`src/rtl/dist_fetch_controller.sv`:
```
// dist_fetch_controller: fetches one 256-bit distribution record from the
// off-chip sampler over SPI (mode 0) when the distribution datapath asks.
// The transaction is one command byte, one index byte, then 256 data bits.
//
// Handshake: a fetch starts only on a rising edge of req seen in IDLE (accept).
// stall is high from the accepting cycle through the DONE cycle. done pulses
// for exactly one cycle in DONE, and dist_out takes the new record in that
// same cycle. A req edge seen while busy is dropped, not queued.
module dist_fetch_controller #(
    parameter int         CLK_DIV  = 4,
    parameter logic [7:0] CMD_READ = 8'h03
) (
    input  logic         clk,
    input  logic         reset,
    input  logic         req,
    input  logic [7:0]   index,
    output logic         stall,
    output logic         done,
    output logic [255:0] dist_out,
    output logic         spi_cs_n,
    output logic         spi_sck,
    output logic         spi_mosi,
    input  logic         spi_miso
);

    typedef enum logic [2:0] {
        S_IDLE = 3'd0,
        S_CMD  = 3'd1,
        S_ADDR = 3'd2,
        S_DATA = 3'd3,
        S_DONE = 3'd4
    } state_t;

    localparam logic [7:0] HALF_MAX = 8'(CLK_DIV - 1);

    state_t         state;
    state_t         state_next;
    logic           req_q;
    logic [7:0]     hcnt;      // clk cycles within the current SCK half-period
    logic [7:0]     bcnt;      // bit within the current phase; must reach 255
    logic           sck_q;
    logic [7:0]     sh;        // outgoing byte, MSB drives MOSI
    logic [7:0]     idx_q;
    logic [255:0]   buf_q;
    logic [255:0]   dist_q;

    logic accept;
    logic transfer;
    logic phase_end;
    logic rise;
    logic bit_end;
    logic last_bit;

    assign accept    = (state == S_IDLE) & req & ~req_q;
    assign transfer  = (state == S_CMD) | (state == S_ADDR) | (state == S_DATA);
    assign phase_end = (hcnt == HALF_MAX);
    // rise: this edge takes SCK 0->1 and samples MISO
    assign rise      = transfer & phase_end & ~sck_q;
    // bit_end: this edge takes SCK 1->0, closing the current bit
    assign bit_end   = transfer & phase_end & sck_q;
    assign last_bit  = (state == S_DATA) ? (bcnt == 8'd255) : (bcnt == 8'd7);

    // State register
    always_ff @(posedge clk) begin
        if (reset) begin
            state <= S_IDLE;
        end else begin
            state <= state_next;
        end
    end

    // Next-state logic: each transfer phase ends on the falling SCK edge of its last bit
    always_comb begin
        state_next = state;
        case (state)
            S_IDLE: if (accept) state_next = S_CMD;
            S_CMD:  if (bit_end && last_bit) state_next = S_ADDR;
            S_ADDR: if (bit_end && last_bit) state_next = S_DATA;
            S_DATA: if (bit_end && last_bit) state_next = S_DONE;
            S_DONE: state_next = S_IDLE;
            default: state_next = S_IDLE;
        endcase
    end

    // Datapath: SCK timing, bit counting, shifters and the result register
    always_ff @(posedge clk) begin
        // req_q follows req even during reset, so a req held high through
        // reset is not mistaken for a fresh rising edge at release.
        req_q <= req;
        if (reset) begin
            hcnt   <= 8'd0;
            bcnt   <= 8'd0;
            sck_q  <= 1'b0;
            sh     <= 8'd0;
            idx_q  <= 8'd0;
            buf_q  <= '0;
            dist_q <= '0;
        end else if (accept) begin
            idx_q <= index;
            sh    <= CMD_READ;
            hcnt  <= 8'd0;
            bcnt  <= 8'd0;
            sck_q <= 1'b0;
        end else if (transfer) begin
            if (phase_end) begin
                hcnt  <= 8'd0;
                sck_q <= ~sck_q;
            end else begin
                hcnt <= hcnt + 8'd1;
            end
            if (rise && state == S_DATA) begin
                buf_q <= {buf_q[254:0], spi_miso};
            end
            if (bit_end) begin
                bcnt <= last_bit ? 8'd0 : bcnt + 8'd1;
                if (state == S_CMD && last_bit) begin
                    sh <= idx_q;
                end else begin
                    sh <= {sh[6:0], 1'b0};
                end
                // The final MISO sample was taken half a bit earlier, so buf_q is complete.
                if (state == S_DATA && last_bit) begin
                    dist_q <= buf_q;
                end
            end
        end
    end

    // Outputs decoded from state and datapath registers
    always_comb begin
        stall    = accept | (state != S_IDLE);
        done     = (state == S_DONE);
        spi_cs_n = ~transfer;
        spi_sck  = sck_q;
        spi_mosi = ((state == S_CMD) || (state == S_ADDR)) ? sh[7] : 1'b0;
        dist_out = dist_q;
    end

endmodule
```
`config.mk`:
```
export PLATFORM = sky130hd
export DESIGN_NAME = dist_fetch_controller
export DESIGN_NICKNAME = d
export VERILOG_FILES = /design/src/rtl/dist_fetch_controller.sv
export SDC_FILE = /design/constraint.sdc
export NUM_CORES = 1
export LEC_CHECK = 0
export ABC_CLOCK_PERIOD_IN_PS = 2000
export CORE_MARGIN = 2
export CORE_UTILIZATION = 50
export DETAILED_ROUTE_END_ITERATION = 10
export PLACE_DENSITY = 0.85
export SYNTH_ARGS = -nofsm -noshare
export SYNTH_HDL_FRONTEND = slang
export SYNTH_SLANG_ARGS = --single-unit
```
`constraint.sdc`:
```
create_clock -name clk -period 2 [get_ports clk]
set_input_delay 0.2 -clock clk [delete_from_list [all_inputs] [get_ports clk]]
set_output_delay 0.2 -clock clk [all_outputs]
set_load 0.02 [all_outputs]
```
==> results of run 1 <==
worst reg2reg max path, cell delays in order (launching register included):
cell,delay (ns)
sky130_fd_sc_hd__dfxtp_2,0.33
sky130_fd_sc_hd__nor4_4,0.35
sky130_fd_sc_hd__buf_4,0.20
sky130_fd_sc_hd__and4_4,0.27
sky130_fd_sc_hd__buf_12,0.23
sky130_fd_sc_hd__buf_12,0.22
sky130_fd_sc_hd__nand3_1,0.11
sky130_fd_sc_hd__a21oi_1,0.19
sequential cells by signal (all words and copies together), names as in the netlist:
register and count:
buf_q 256, dist_out 256, bcnt 8, hcnt 8, idx_q 8, sh 8
state 3, req_q 1, spi_sck 1
what timing repair did:
action	in CTS	in global routing
hold buffers	1	0
setup endpoints to repair	115	307
setup buffers	0	10
gates cloned	0	12
gates resized for setup	17	43
hold endpoints to repair	2	0
pin swaps	0	3
per-layer routing:
metal	vias to the layer above	wire length [µm]	GRT usage, %
li1	9944	-	-
met1	10411	27600	35.2
met2	1342	32000	40.8
met3	171	6590	4.30
met4	0	2000	8.46
met5	-	0	0
cell type report:
cell class                      count  area [µm²]
Tap cell                          585         732
Clock inverter                     18         200
Fill cell                        3253       15300
Timing Repair Buffer              387        4540
Inverter                            6        22.5
Clock buffer                       80        1600
Multi-Input combinational cell   1687        9850
Sequential cell                   549       11000
power by group through the flow:
stage | Clock, mW | Combinational [mW] | Sequential, mW
6_report | 10.3 | 0.322 | 11.0
5_1_grt | 10.9 | 0.344 | 11.0
4_1_cts | 10.4 | 0.312 | 11.0
3_5_place_dp | 0 | 0.309 | 11.2
3_3_place_gp | 0 | 0.305 | 11.2
2_1_floorplan | 0 | 0.204 | 11.2
path summary, 6_finish.rpt:
path                endpoint  cells past startpoint  slack, ns  startpoint
setup / recovery    spi_mosi                      3       0.02    state[0]
hold reg to reg     idx_q[3]                      2       0.47    idx_q[3]
setup reg to reg  buf_q[129]                      7       0.02     hcnt[3]
hold / removal         req_q                      1       0.15         req
kinds of logic after synthesis:
| kind of cell | Yosys count |
|---|---|
| buffers and inverters | 361 |
| XOR/XNOR | 9 |
| flip-flops | 549 |
| AO/OA/AOI/OAI | 1072 |
| adder cells (fa/ha/maj) | 2 |
| AND/OR/NAND/NOR | 596 |
| multiplexers | 8 |
layout by cell type, fill, tap and decap left out, types with 4 or more instances in the layout:
cell,count
sky130_fd_sc_hd__or4_1,5
sky130_fd_sc_hd__clkinv_2,11
sky130_fd_sc_hd__clkbuf_1,12
sky130_fd_sc_hd__nand3_1,267
sky130_fd_sc_hd__buf_4,48
sky130_fd_sc_hd__buf_16,12
sky130_fd_sc_hd__clkdlybuf4s50_1,266
sky130_fd_sc_hd__dfxtp_1,546
sky130_fd_sc_hd__inv_1,6
sky130_fd_sc_hd__mux2i_1,8
sky130_fd_sc_hd__buf_12,40
sky130_fd_sc_hd__clkbuf_8,13
sky130_fd_sc_hd__nand2_1,17
sky130_fd_sc_hd__a21oi_1,523
sky130_fd_sc_hd__o21ai_0,261
sky130_fd_sc_hd__o31ai_1,250
sky130_fd_sc_hd__clkbuf_16,66
sky130_fd_sc_hd__o31ai_2,10
sky130_fd_sc_hd__a21oi_2,8
sky130_fd_sc_hd__xnor2_1,6
sky130_fd_sc_hd__bufinv_16,4
sky130_fd_sc_hd__a211oi_1,10
sky130_fd_sc_hd__nand4_1,261
sky130_fd_sc_hd__nor2_1,12
through the flow:
step	hold WS (ns)	util (%)	setup slack, ns	std cells
4_1_cts	0.109	63.1	0.00959	3290
2_1_floorplan	0.228	-	0.0279	2597
3_3_place_gp	0.450	58.9	0.0674	3191
3_5_place_dp	0.452	58.9	-0.0830	3191
5_1_grt	0.129	64.6	-0.0621	3312
6_report	0.147	64.6	0.0165	3312
==> out/qor.yml, run 1 <==
cts_tree: "built"
post_synth.cell_area_avg_um2: 8.49
hold_viol: 0
dr.first_iter.drc_count: 3035
cpMaxStageDelayCell: "sky130_fd_sc_hd__dfxtp_4"
grt_first_pass_wirelength_um: 101000
placed_area_um2: 25500
first_global_vias: 19377
total_switching_power_mw: 4.56
post-synth-top-count-cell: "sky130_fd_sc_hd__dfxtp_1"
cts_buffer_depth: 3
required_ns: 1.80
post_synthesis_compound_gate_area_fraction_pct: 27.6
synth_seq_area_share_pct: 49.9
fp.dieArea_um2: 45800
cts.sinks: 549
maxSlewViolCount: 0
grt_start_max_net_pins: 157
gr-usage-all-layers_pct: 25.6
path_buf_inv: 1
synth_top_family_by_area: "compound AO/OA/AOI/OAI gates"
most_area_hungry_cell_type_in_the_yosys_netlist: "sky130_fd_sc_hd__dfxtp_1"
relSlewSlack_pct: 66.3
clkTransAtPathRegs_ns: 0.06
timing.critical_path.arrival_ns: 1.78
drt-total-wl_um: 68200
synth_top_cells_by_area: "sky130_fd_sc_hd__dfxtp_1, sky130_fd_sc_hd__a21oi_1, sky130_fd_sc_hd__o31ai_1"
globalRouteOverflowTotal: 0
end_kind: "output pin"
firstDrtPassIters: 8
worstSetupPathType: "flip-flop to output pin"
synth.lib_cells_used.distinct: 40
timing_worst_slew_pin_value_ns: 0.503
power_density_nw_per_um2: 774
cpLargestDelayFamily: "flip-flops"
worstPathCellList: "xnor2_1 > nor3b_1 > clkdlybuf4s15_2"
fin_nets: 2698
remaining_drc_errors: 0
critPathMaxFanout: 8
number_of_synthesized_flops_with_an_enable_pin: 0
maxCapViolations: 0
synth_simple_gate_area_share_pct: 15.3
tns_ns: 0
seqPwrFrac_pct: 50.7
ys_seq_elements: 549
outcome: "complete, no violations"
floorplan.initialDensity_pct: 51.0
synthMuxAreaShare_pct: 0.363
cts-buffers-inserted: 53
leak_pwr_nw: 8.41
p_comb_share_pct: 1.5
synth_area_um2: 22000
floorplan.rows: 76
cellInternalPower_mw: 17.1
antenna_violations_before_repair: 0
placement.io_buffers: 272
area_growth_syn_to_layout_pct: 26.7
post_synthesis_net_count: 2611
num_io_pins: 273
post-route-cell-area_um2: 27900
yosys-top-cells-count: "sky130_fd_sc_hd__dfxtp_1, sky130_fd_sc_hd__a21oi_1, sky130_fd_sc_hd__clkbuf_1"
count_of_nets_left_with_antenna_violations_after_detail_routing: 0
vertical_extent_of_the_die_um: 214
synth_top_area_share_pct: 49.9
fmax_mhz: 504
antenna_cells: 0
avgRoutedWirePerCell_um: 20.6
place.detailed.hpwl_um: 36300
ys_async_sr_fraction_pct: 0
crit_path_max_incr_delay_ns: 0.38
switching_share_pct: 21.1
finalCriticalPeriod_ns: 1.98
worst_clock_skew_ns: 0.0108
core_ar_um2: 43300
number_of_endpoints_failing_setup_at_the_final_stage: 0
h-tree-depth: 2
clockPowerShare_pct: 47.8
synthXorXnorAreaFrac_pct: 0.358
place_congestion: 0.797
totalPowerFinal_mw: 21.6
period_share_pct: 99.2
cts_root_buffer: "sky130_fd_sc_hd__clkbuf_16"
start_kind: "flip-flop"
rsz0062_at_grt: "yes"
post_route_cells_drive_above_1_share_pct: 9.13
avgViaCountPerCell: 6.60
route.vias.total: 21868
fp.dieW_um: 214
syn_inst: 2597
irDropWorstVdd_uv: 486
leading_register_cell_type_out_of_synthesis: "sky130_fd_sc_hd__dfxtp_1"
synth_fa_ha_area_share_pct: 0.114
synth_warnings: 0
min-delay-path-class: "primary input to flip-flop"
clock_latency_ns: 0.60
Power figures use the tool's default switching activity.
==> inputs of run 2 (changes only) <==
--- a/config.mk
+++ b/config.mk
@@ -6,10 +6,12 @@
 export NUM_CORES = 1
 export LEC_CHECK = 0
 export ABC_CLOCK_PERIOD_IN_PS = 2000
+export CAP_MARGIN = 20
 export CORE_MARGIN = 2
 export CORE_UTILIZATION = 50
 export DETAILED_ROUTE_END_ITERATION = 10
 export PLACE_DENSITY = 0.85
+export SLEW_MARGIN = 20
 export SYNTH_ARGS = -nofsm -noshare
 export SYNTH_HDL_FRONTEND = slang
 export SYNTH_SLANG_ARGS = --single-unit
==> results of run 2 <==
The final DEF is identical to that of run 1; final timing and power are the same.
